## config.mk

```make
export PLATFORM = sky130hd
export DESIGN_NAME = ram_rr_arbiter_flat
export DESIGN_NICKNAME = d
export VERILOG_FILES = /design/src/rtl/ram_rr_arbiter_pkg.sv /design/src/rtl/ram_rr_arbiter_if.sv /design/src/rtl/ram_rr_arbiter_rr_arb2.sv /design/src/rtl/ram_rr_arbiter.sv /design/src/flat_wrapper.sv
export SDC_FILE = /design/constraint.sdc
export NUM_CORES = 1
export LEC_CHECK = 0
export ABC_CLOCK_PERIOD_IN_PS = 1200
export BUFFER_PORTS_ARGS = -buffer_cell sky130_fd_sc_hd__buf_2
export CAP_MARGIN = 20
export CORE_MARGIN = 10
export CORE_UTILIZATION = 35
export CTS_BUF_LIST = sky130_fd_sc_hd__clkbuf_8
export DETAILED_ROUTE_END_ITERATION = 10
export PLACE_DENSITY_LB_ADDON = 0.08
export SYNTH_ARGS = -nofsm -noshare
export SYNTH_HDL_FRONTEND = slang
export SYNTH_SLANG_ARGS = --single-unit
```

## constraint.sdc

```tcl
create_clock -name clk -period 1.2 [get_ports clk]
set_input_delay 0.12 -clock clk [delete_from_list [all_inputs] [get_ports clk]]
set_output_delay 0.12 -clock clk [all_outputs]
set_load 0.01 [all_outputs]
```

## src/rtl/ram_rr_arbiter_pkg.sv

```systemverilog
// Shared types and constants for the two-client RAM round-robin arbiter.
// Used by the arbiter, its requester interface and the grant sub-module.
package ram_rr_arbiter_pkg;

  localparam int DEF_AW = 4;
  localparam int DEF_DW = 8;

  typedef enum logic {
    REQ_A = 1'b0,
    REQ_B = 1'b1
  } req_idx_e;

  // Clear FSM encoding, kept as plain constants for legacy tool flows.
  localparam logic [0:0] ST_CLEAR = 1'b0;
  localparam logic [0:0] ST_RUN   = 1'b1;

endpackage

```

## src/rtl/ram_rr_arbiter_if.sv

```systemverilog
// One requester port of the shared-RAM arbiter.
// Handshake: the client raises req (with we/adr/dat_w stable) and holds it until gnt is
// seen high in the same cycle; req & gnt means the access is issued that cycle. A granted
// read returns rvalid with dat_r exactly one cycle later; dat_r is 0 whenever rvalid is 0.
interface ram_rr_arbiter_if
  import ram_rr_arbiter_pkg::*;
#(
  parameter int AW = DEF_AW,
  parameter int DW = DEF_DW
) ();

  logic          req;
  logic          we;
  logic [AW-1:0] adr;
  logic [DW-1:0] dat_w;
  logic          gnt;
  logic          rvalid;
  logic [DW-1:0] dat_r;

  modport master (
    output req, we, adr, dat_w,
    input  gnt, rvalid, dat_r
  );

  modport slave (
    input  req, we, adr, dat_w,
    output gnt, rvalid, dat_r
  );

endinterface

```

## src/rtl/ram_rr_arbiter_rr_arb2.sv

```systemverilog
// Two-way round-robin grant. The pointer names the side that wins a tie and
// moves to the losing side after every grant, so a continuous tie alternates.
module rr_arb2
  import ram_rr_arbiter_pkg::*;
(
  input  logic       clk,
  input  logic       rst,
  input  logic       en_i,
  input  logic [1:0] req_i,
  output logic [1:0] gnt_o
);

  req_idx_e   ptr_q, ptr_d;
  logic [1:0] gnt;

  always_comb begin
    gnt = 2'b00;
    if (en_i) begin
      if (req_i == 2'b11) begin
        gnt = (ptr_q == REQ_A) ? 2'b01 : 2'b10;
      end else begin
        gnt = req_i;
      end
    end
  end

  always_comb begin
    ptr_d = ptr_q;
    if (gnt[0]) begin
      ptr_d = REQ_B;
    end else if (gnt[1]) begin
      ptr_d = REQ_A;
    end
  end

  always_ff @(posedge clk) begin
    if (rst) begin
      ptr_q <= REQ_A;
    end else begin
      ptr_q <= ptr_d;
    end
  end

  assign gnt_o = gnt;

endmodule

```

## src/rtl/ram_rr_arbiter.sv

```systemverilog
// Shares one single-port synchronous RAM between requesters A and B. After reset
// the RAM is cleared to CLEAR_VAL, then accesses are granted round-robin.
module ram_rr_arbiter
  import ram_rr_arbiter_pkg::*;
#(
  parameter int            AW        = DEF_AW,
  parameter int            DW        = DEF_DW,
  parameter logic [DW-1:0] CLEAR_VAL = '0
) (
  input  logic            clk,
  input  logic            rst,
  ram_rr_arbiter_if.slave a,
  ram_rr_arbiter_if.slave b,
  output logic [AW-1:0]   mem_adr,
  output logic [DW-1:0]   mem_dat_w,
  output logic            mem_we,
  input  logic [DW-1:0]   mem_dat_r,
  output logic            init_done,
  output logic [0:0]      dbg_state_o
);

  logic [0:0]    state_q, state_d;
  logic [AW-1:0] cnt_q, cnt_d;
  logic          a_rv_q, a_rv_d;
  logic          b_rv_q, b_rv_d;
  logic [1:0]    gnt;
  logic          a_rvalid, b_rvalid;

  rr_arb2 u_arb (
    .clk   (clk),
    .rst   (rst),
    .en_i  (state_q == ST_RUN),
    .req_i ({b.req, a.req}),
    .gnt_o (gnt)
  );

  always_comb begin
    state_d   = state_q;
    cnt_d     = cnt_q;
    mem_we    = 1'b0;
    mem_adr   = '0;
    mem_dat_w = '0;
    if (state_q == ST_CLEAR) begin
      mem_we    = 1'b1;
      mem_adr   = cnt_q;
      mem_dat_w = CLEAR_VAL;
      cnt_d     = cnt_q + 1'b1;
      if (cnt_q == {AW{1'b1}}) begin
        state_d = ST_RUN;
      end
    end else if (gnt[0]) begin
      mem_we    = a.we;
      mem_adr   = a.adr;
      mem_dat_w = a.dat_w;
    end else if (gnt[1]) begin
      mem_we    = b.we;
      mem_adr   = b.adr;
      mem_dat_w = b.dat_w;
    end
  end

  assign a_rv_d = gnt[0] & ~a.we;
  assign b_rv_d = gnt[1] & ~b.we;

  always_ff @(posedge clk) begin
    if (rst) begin
      state_q <= ST_CLEAR;
      cnt_q   <= '0;
      a_rv_q  <= 1'b0;
      b_rv_q  <= 1'b0;
    end else begin
      state_q <= state_d;
      cnt_q   <= cnt_d;
      a_rv_q  <= a_rv_d;
      b_rv_q  <= b_rv_d;
    end
  end

  // A read in flight when reset arrives must not surface its data.
  assign a_rvalid = a_rv_q & ~rst;
  assign b_rvalid = b_rv_q & ~rst;

  assign a.gnt    = gnt[0];
  assign b.gnt    = gnt[1];
  assign a.rvalid = a_rvalid;
  assign b.rvalid = b_rvalid;
  assign a.dat_r  = a_rvalid ? mem_dat_r : '0;
  assign b.dat_r  = b_rvalid ? mem_dat_r : '0;

  assign init_done   = (state_q == ST_RUN);
  assign dbg_state_o = state_q;

endmodule

```

## src/flat_wrapper.sv

```systemverilog
// flat-port wrapper written by rule: the top's interface ports become plain ports
module ram_rr_arbiter_flat import ram_rr_arbiter_pkg::*;
#(
  parameter int            AW        = DEF_AW,
  parameter int            DW        = DEF_DW,
  parameter logic [DW-1:0] CLEAR_VAL = '0
)
  (clk, rst, mem_adr, mem_dat_w, mem_we, mem_dat_r, init_done, dbg_state_o, a_req, a_we, a_adr, a_dat_w, a_gnt, a_rvalid, a_dat_r, b_req, b_we, b_adr, b_dat_w, b_gnt, b_rvalid, b_dat_r);
  ram_rr_arbiter_if #(.AW(AW), .DW(DW)) a_i ();
  ram_rr_arbiter_if #(.AW(AW), .DW(DW)) b_i ();
  input  logic clk;
  input  logic rst;
  output logic [AW-1:0] mem_adr;
  output logic [DW-1:0] mem_dat_w;
  output logic mem_we;
  input  logic [DW-1:0] mem_dat_r;
  output logic init_done;
  output logic [0:0] dbg_state_o;
  input wire logic [$bits(a_i.req)-1:0] a_req;
  input wire logic [$bits(a_i.we)-1:0] a_we;
  input wire logic [$bits(a_i.adr)-1:0] a_adr;
  input wire logic [$bits(a_i.dat_w)-1:0] a_dat_w;
  output wire logic [$bits(a_i.gnt)-1:0] a_gnt;
  output wire logic [$bits(a_i.rvalid)-1:0] a_rvalid;
  output wire logic [$bits(a_i.dat_r)-1:0] a_dat_r;
  input wire logic [$bits(b_i.req)-1:0] b_req;
  input wire logic [$bits(b_i.we)-1:0] b_we;
  input wire logic [$bits(b_i.adr)-1:0] b_adr;
  input wire logic [$bits(b_i.dat_w)-1:0] b_dat_w;
  output wire logic [$bits(b_i.gnt)-1:0] b_gnt;
  output wire logic [$bits(b_i.rvalid)-1:0] b_rvalid;
  output wire logic [$bits(b_i.dat_r)-1:0] b_dat_r;
  assign a_i.req = a_req;
  assign a_i.we = a_we;
  assign a_i.adr = a_adr;
  assign a_i.dat_w = a_dat_w;
  assign a_gnt = a_i.gnt;
  assign a_rvalid = a_i.rvalid;
  assign a_dat_r = a_i.dat_r;
  assign b_i.req = b_req;
  assign b_i.we = b_we;
  assign b_i.adr = b_adr;
  assign b_i.dat_w = b_dat_w;
  assign b_gnt = b_i.gnt;
  assign b_rvalid = b_i.rvalid;
  assign b_dat_r = b_i.dat_r;
  ram_rr_arbiter #(.AW(AW), .DW(DW), .CLEAR_VAL(CLEAR_VAL)) u_core (.clk(clk), .rst(rst), .a(a_i), .b(b_i), .mem_adr(mem_adr), .mem_dat_w(mem_dat_w), .mem_we(mem_we), .mem_dat_r(mem_dat_r), .init_done(init_done), .dbg_state_o(dbg_state_o));
endmodule
```

Yosys cells after proc, flatten, opt, wreduce, memory -nomap -nowiden
Cells that the tools add are included.
Word-level totals
  memories: 0
  ROM bits: 0
  flip-flop bits (word level): 8
  latch bits: 0
  bits of input ports: 38
  RAM bits: 0
  word-level logic and storage cells: 34
  output and inout bits: 35
Cells by class
  bitwise operators: 7
  div/mod/pow operators: 0
  eq/ne operators: 2
  reduce and logical (&&, ||, !) cells: 1
  add/sub/neg operators: 1
  order comparisons: 0
  $mul: 0
  shift-type cells: 0
  multiplexer cells: 18
Operators with widths (count)
  two-way mux 8 bit: 5
  two-way mux 4 bit: 3
  two-way mux 1 bit: 7
  two-way mux 2 bit: 3
  adder 4 x 1 -> 4 bit, second input constant: 1
  bitwise AND 1 bit: 4
  equality test 4 bit, second input constant: 1
  NOT 1 bit: 3
  equality test 2 bit, second input constant: 1
  nonzero test 2 bit: 1

Longest topological paths before layout
Gate-level depths: netlist of the first run.
  word-level depth: 6
  mapped depth: 5
  depth with buffers taken out: 4

Cells and area by module
Synthesis of the first run repeated with hierarchy kept, for this count alone.
Unflattened totals
  cell total of the unflattened synthesis: 89
  area, all modules: 701.9 µm²
Modules (own cells, without submodules)
  ram_rr_arbiter: area an instance 639.4 µm², sequential area each 140.1 µm², cells an instance 80, instances 1
  rr_arb2: area an instance 62.6 µm², sequential area each 20.0 µm², cells an instance 9, instances 1

Worst setup path after synthesis of the first run
No wires, ideal clock.
  path kind: register to output
  start: register u_core.state_q, in the netlist u_core.dbg_state_o
  end: output port mem_dat_w[0]
  slack: -15 ps
  buffers on the path: 2
  arrival time: 1095 ps
  required time: 1080 ps
  cell stages (with the launch flop): 6
  cell sequence: dfxtp_1 > buf_6 > nand2_4 > a21oi_4 > buf_6 > a22o_1
Between the ends
  longest elaborated chain between the ends: 4
RTL lines
  start, declared: line ram_rr_arbiter.sv:22  | logic [0:0] state_q, state_d;
  start signal, assigned: line ram_rr_arbiter.sv:72  | state_q <= state_d;
  two-way mux 2 bit: line ram_rr_arbiter_rr_arb2.sv:18  | if (en_i) begin
  via b_gnt: line flat_wrapper.sv:30  | output wire logic [$bits(b_i.gnt)-1:0] b_gnt;
  two-way mux 8 bit: line ram_rr_arbiter.sv:55  | end else if (gnt[1]) begin
  two-way mux 8 bit: line ram_rr_arbiter.sv:51  | end else if (gnt[0]) begin
  two-way mux 8 bit: line ram_rr_arbiter.sv:43  | if (state_q == ST_CLEAR) begin
  end, declared: line flat_wrapper.sv:14  | output logic [DW-1:0] mem_dat_w;
The timed path passes the listed nets, and every way through them passes these cells.

Worst setup path in the final report of the first run
  start: register u_core.state_q, in the netlist u_core.dbg_state_o
  end: output port mem_we
Between the ends
  longest elaborated chain between the ends: 4
RTL lines
  two-way mux 2 bit: line ram_rr_arbiter_rr_arb2.sv:18
  two-way mux 1 bit: line ram_rr_arbiter.sv:55
  two-way mux 1 bit: line ram_rr_arbiter.sv:51
  two-way mux 1 bit *: line ram_rr_arbiter.sv:43
  end, declared: line flat_wrapper.sv:15  | output logic mem_we;
Every way passes the cells marked *; elsewhere a longest branch is shown, timed or not.

==> impl_results.md, run 1 <==
* Status: complete, but fails checks
* Failing checks: setup timing
* Synth async-reset ratio at 0
* H-Tree Depth at 1
* Rel. slew slack at 0.769
* Post-Route WL at 2900 um
* Die area at 0.00405 mm2
* Synth Flop Type: dfxtp_1
* Worst hold slack at 0.0571 ns
* Finished Cell Area at 0.00131 mm2
* Die H at 63.7 um
* First-pass DRT Iterations at 2
* Dpl cell area at 0.00108 mm2
* Largest net degree at the start of global routing at 11
* Grt ovf at 0
* Most frequent cells after synthesis: 16 x and2_1, 8 x a22o_1, 8 x dfxtp_1
* Placed cells at 170
* Time the worst path needs with I/O delays and setup at 1.49 ns
* Cells after Synth at 74
* Top delay family on crit path: compound AO/OA/AOI/OAI gates
* Area Growth Syn to Fin at 96.8%
* Placer Congestion at 0.781
* Synth warnings at 0
* Root Buffer: clkbuf_8
* Worst hold path class: primary input to register
* Synth top area share at 0.240
* Vias/cell at 4.65
* I/O pin cnt at 73
* Yosys reg bits at 8
* Buf+Inv Stages, Crit Path at 2
* Register area at 166 um2
* Final setup TNS at -3.78 ns
* Worst path cell trace: nand2_4 -> a21oi_4 -> buf_4 -> a221o_2 -> buf_6
* Area taken by multi-input logic gates at 488 um2
* Largest area contributor in the netlist: dfxtp_1
* WP data arrival at 1.37 ns
* Crit path max-delay cell type: dfxtp_4
* FP Rows at 15
* Clk_lat worst skew at 0.24 ns
* Via count at 855
* Cell leakage power at 0.713 nW
* CTS tree: done
* Ant. Diodes at 0
* Synth Area per Inst at 9.01 um2
* Mapped Nets at 113
* Max Slew Vio Count at 0
* RSZ-0062 raised after global routing: yes
* Layout Nets at 200
* Num CTS Buffers at 3
* Vias in the first global route at 947
* # port buffers at 72
* GRT Util Overall at 0.131
* Detailed Route Iter0 Violations at 25
* Post-Syn Area at 667 um2
* Setup ws final at -0.289 ns
* Critical path class: register to primary output
* Overall Power at 0.766 mW
* Pwr dens at 583 mW/mm2
* Worst setup SP type: register
* Initial antenna violation count at 0
* MaxCap Viol Count at 0
* Final worst path period share at 1.24
* Worst-path clk slew at 0.05 ns
* Worst Reg-to-Reg Cells at 4
* Drt drc at 0
* Final Hold Fails at 0
* Crit path largest cell delay at 0.37 ns
* Largest fanout on the critical path at 7
* Fmax at 672 MHz
* Worst slew pin tran at 0.346 ns
* Antenna Nets Post-Route at 0
* Setup violators final at 15
* Cell variety after synth at 24
* Post-DP HPWL at 2200 um
* Share of layout cells above drive strength 1 at 0.711
* Non-filler cells in the finished layout at 184
* Maximum VDD drop at 0.938 mV
* Sequential share of the synthesized area at 0.240
* Post-synth EDFFs at 0
* Ranking of synthesized cells by area: dfxtp_1 24%, and2_1 15%, a22o_1 11%, a221o_2 8.4%, and2b_2 5.3%
* Mean routed wirelength per cell at 15.8 um
* Fillers at 145
* Core ar. at 0.00176 mm2
* Count leader, synth: and2_1
* Clock Tree Buf Depth at 2
* Die width at 63.7 um
* Clock sink count at 8
* Initial core utilization at 0.378
* Worst Skew at 0.00939 ns
* CP Data Required Time at 1.08 ns
* Endpoint class of the critical path: primary output
* First-pass GRT wire length at 4340 um
* Critical path depth at 5
* Hold Path Depth at 2
power breakdown:
group | total (mW) | switching, mW | internal (mW)
sequential | 0.283 | 0.00932 | 0.273
combinational | 0.138 | 0.0572 | 0.0811
clock | 0.345 | 0.126 | 0.219
total | 0.766 | 0.192 | 0.574
stage by stage:
step                       util  setup WS [ns]
after global placement    0.610       -0.00923
after global routing      0.744         -0.331
after detailed placement  0.610        -0.0688
after CTS                 0.712         -0.285
after floorplan               -         0.0480
final                     0.744         -0.289
final timing paths:
check        slack [ns]                from                 end
max               -0.29  u_core.dbg_state_o              mem_we
max reg2reg        0.13  u_core.dbg_state_o     u_core.cnt_q[2]
min                0.06                a_we       u_core.a_rv_q
min reg2reg        0.50     u_core.cnt_q[3]  u_core.dbg_state_o
state kept, by name, indices dropped and copies added (netlist names):
register and cells:
u_core.a_rv_q 1, u_core.cnt_q 4, u_core.u_arb.ptr_q 1, u_core.b_rv_q 1
u_core.dbg_state_o 1
per-layer routing:
metal / vias up / GRT usage / wire length [um]
li1: 431 / - / -
met2: 36 / 0.239 / 1520
met3: 2 / 0.0689 / 242
met5: - / 0 / 0
met4: 0 / 0.0328 / 12
met1: 386 / 0.126 / 1120
logic make-up after synthesis:
group | share of synthesized area
DFF | 0.240
and+or+nand+nor | 0.355
muxes | 0.0150
buffers and inverters | 0.0919
adders and majority gates | 0.0188
AOI/OAI and AO/OA | 0.253
xor gates and xnor gates | 0.0263
cell type report:
cell class	count	area share
repair buffers	87	0.440
multi-input cells	59	0.372
inverters	2	0.00572
clock buffers	3	0.0315
well taps	25	0.0238
flip-flops and latches	8	0.127
repair_timing:
| action | 4_1_cts | 5_1_grt |
|---|---|---|
| endpoints found under the hold margin | 0 | 0 |
| hold buffers | 0 | 0 |
| buffers inserted | 4 | 4 |
| setup endpoints to repair | 33 | 29 |
| resized for setup | 19 | 7 |
| pin swaps | 15 | 3 |
| gates cloned | 1 | 2 |
worst register-to-register path: cells and delay by family, from the launching register on:
family | cells | cell delay (ns)
flops | 1 | 0.40
simple gates | 2 | 0.27
xor+xnor | 1 | 0.13
buf+inv | 1 | 0.15
layout by cell type, fill, tap and decap left out, drive strengths merged:
cell type  count
a21oi          4
a221o          5
a22o           8
and2          16
and2b          4
buf           86
clkbuf         4
dfxtp          8
ha             1
inv            2
mux2i          1
nand2          3
nand3          2
nand4b         1
nor2           4
nor2b          5
nor3           1
nor3b          2
xnor2          1
xor2           1
Power figures use the tool's default switching activity.
==> run 2, diff against run 1 <==
Settings changed: BUFFER_PORTS_ARGS -buffer_cell sky130_fd_sc_hd__buf_2 to not set, CORE_AREA set to 10 10 47 49, CORE_MARGIN 10 to not set, CORE_UTILIZATION 35 to not set, DIE_AREA set to 0 0 57 59, DONT_BUFFER_PORTS set to 1.
==> run 2 against run 1 <==
  * The flow still finishes with violations (setup timing)
  * Sequential share of layout area grew 7.5 points
  * Critical path depth shrank 1
  * Wire length shrank 25%
  * Global-route usage shrank 1.2 points
  * Die area shrank 17%
  * Via count shrank 33%
  * Setup slack gained 0.14 ns
  * Final cell count shrank 47%
  * Power shrank 15%
  * Register-to-register slack gained 0.03 ns
  * Clock power shrank 9.6%
  * Critical endpoint unchanged
==> impl_results.md, run 2 (synthesis gave the netlist of run 1 again) <==
* Hold Path Sink: u_core.u_arb.ptr_q
* Largest register by flop count: u_core.cnt_q
* Overall Power at 0.650 mW
* Cell leakage power at 0.337 nW
* Die H at 59 um
* Post-Route WL at 2160 um
* Fmax at 741 MHz
* Largest net degree at the start of global routing at 16
* Placer Congestion at 0.802
* Initial core utilization at 0.476
* Num CTS Buffers at 3
* Share of layout cells above drive strength 1 at 0.390
* Critical path class: register to primary output
* Core ar. at 0.00140 mm2
* Met2 Use GR at 0.216
* Final worst path period share at 1.12
* Worst Reg-to-Reg Cells at 4
* Area taken by multi-input logic gates at 458 um2
* FP Rows at 14
* Status: complete, but fails checks
* Fillers at 119
* Antenna Nets Post-Route at 0
* GRT met1 Usage at 0.0961
* # port buffers at 0
* Pwr dens at 795 mW/mm2
* Placed cells at 91
* Vias in the first global route at 621
* Dpl cell area at 719 um2
* Largest fanout on the critical path at 15
* Die area at 0.00336 mm2
* Register area at 165 um2
* WP data arrival at 1.23 ns
* Pre-CTS WS at 0.00760 ns
* Via count at 573
* Endpoint class of the critical path: primary output
* Maximum VDD drop at 0.622 mV
* Worst hold path class: primary input to register
* Crit path max-delay cell type: a221o_2
* Layout Nets at 123
* Met3 Use GR at 0.107
* Worst setup SP type: register
* MaxCap Viol Count at 0
* Worst-path clk slew at 0.04 ns
* CP Data Required Time at 1.08 ns
* Initial antenna violation count at 0
* Setup violators final at 13
* GRT Util Overall at 0.119
* First-pass DRT Iterations at 4
* Die width at 57 um
* Non-filler cells in the finished layout at 98
* GR peak layer: met2
* Final Hold Fails at 0
* Hold Path Depth at 2
* Rel. slew slack at 0.754
* Grt ovf at 0
* Setup slack, reg-to-reg at 0.16 ns
* Worst slew pin tran at 0.368 ns
* Failing checks: setup timing
* End of the worst register-to-register path: u_core.cnt_q[2]
* Finished Cell Area at 818 um2
* Time the worst path needs with I/O delays and setup at 1.35 ns
* Post-route core utilization at 0.584
* Detailed Route Iter0 Violations at 10
* H-Tree Depth at 1
* Hold Startpoint: a_req
* FF-to-FF Start: u_core.dbg_state_o
* Most common cell after layout, fill and taps aside: and2_1
* Mean routed wirelength per cell at 22.1 um
* Root Buffer: clkbuf_8
* Ant. Diodes at 0
* Post-DP HPWL at 1770 um
* I/O pin cnt at 73
* Clock Tree Buf Depth at 2
* Max reg flops at 4
* Worst hold slack at 0.0600 ns
* Clk_lat worst skew at 0.22 ns
* Drt drc at 0
* Critical Path Source: u_core.dbg_state_o
* Crit path largest cell delay at 0.39 ns
* Max Slew Vio Count at 0
* CTS tree: done
* Setup ws final at -0.149 ns
* Worst Skew at 0.00220 ns
* Final setup TNS at -1.32 ns
* Worst path cell trace: nand2_4 -> a21oi_4 -> buf_12 -> a221o_2
* RSZ-0062 raised after global routing: yes
* Vias/cell at 5.85
* First-pass GRT wire length at 3280 um
* Clock sink count at 8
* Most frequent cells in the layout: 16 x and2_1, 8 x a22o_1, 6 x buf_4, 6 x dfxtp_1, 5 x a221o_2
* Area Growth Syn to Fin at 22.7%
run 2: cell types whose count changed in the layout (fill, tap and decap cells not counted):
cell,change
and2_1,+1
and2_4,-1
buf_2,-65
buf_4,-1
buf_6,-11
clkbuf_16,-1
dfxtp_1,+1
dfxtp_2,-1
dlygate4sd3_1,+3
inv_1,-1
inv_2,+1
nor2b_4,-2
run 2: area by class of cell:
type / count / area share
inverters: 2 / 0.00917
clock buffers: 3 / 0.0505
well taps: 16 / 0.0245
multi-input cells: 57 / 0.560
flip-flops and latches: 8 / 0.202
repair buffers: 12 / 0.154
run 2: worst max path at each step:
stage          cells past startpoint  slack [ns]      endpoint
6_report                           4       -0.15        mem_we
5_1_grt                            4       -0.20        mem_we
4_1_cts                            4       -0.15        mem_we
3_5_place_dp                       4       0.008        mem_we
3_3_place_gp                       4        0.02    mem_adr[3]
2_1_floorplan                      5        0.05  mem_dat_w[0]
run 2: critical path, delay by kind of cell (launching register included):
kind                   cells  cell delay [ns]
AOI/OAI and AO/OA          2             0.43
buffers and inverters      1             0.14
DFF                        1             0.37
and+or+nand+nor            1             0.07
run 2: report_power, final:
group	internal (mW)	switching [mW]
combinational	0.0305	0.0250
sequential	0.274	0.00903
clock	0.216	0.0953
run 2: layer usage:
metal  routed length (um)  part of all wire  vias to the layer above
met5                    0                 0                        -
met1                  654              0.30                      258
met4                    0                 0                        0
met3                  402              0.19                        0
li1                     -                 -                      275
met2                 1110              0.51                       40
run 2: repair_timing:
item | 4_1_cts | 5_1_grt
endpoints found under the setup margin | 33 | 15
endpoints found under the hold margin | 8 | 0
buffers inserted | 2 | 0
resized for setup | 7 | 1
pin swaps | 5 | 0
hold buffers | 3 | 0
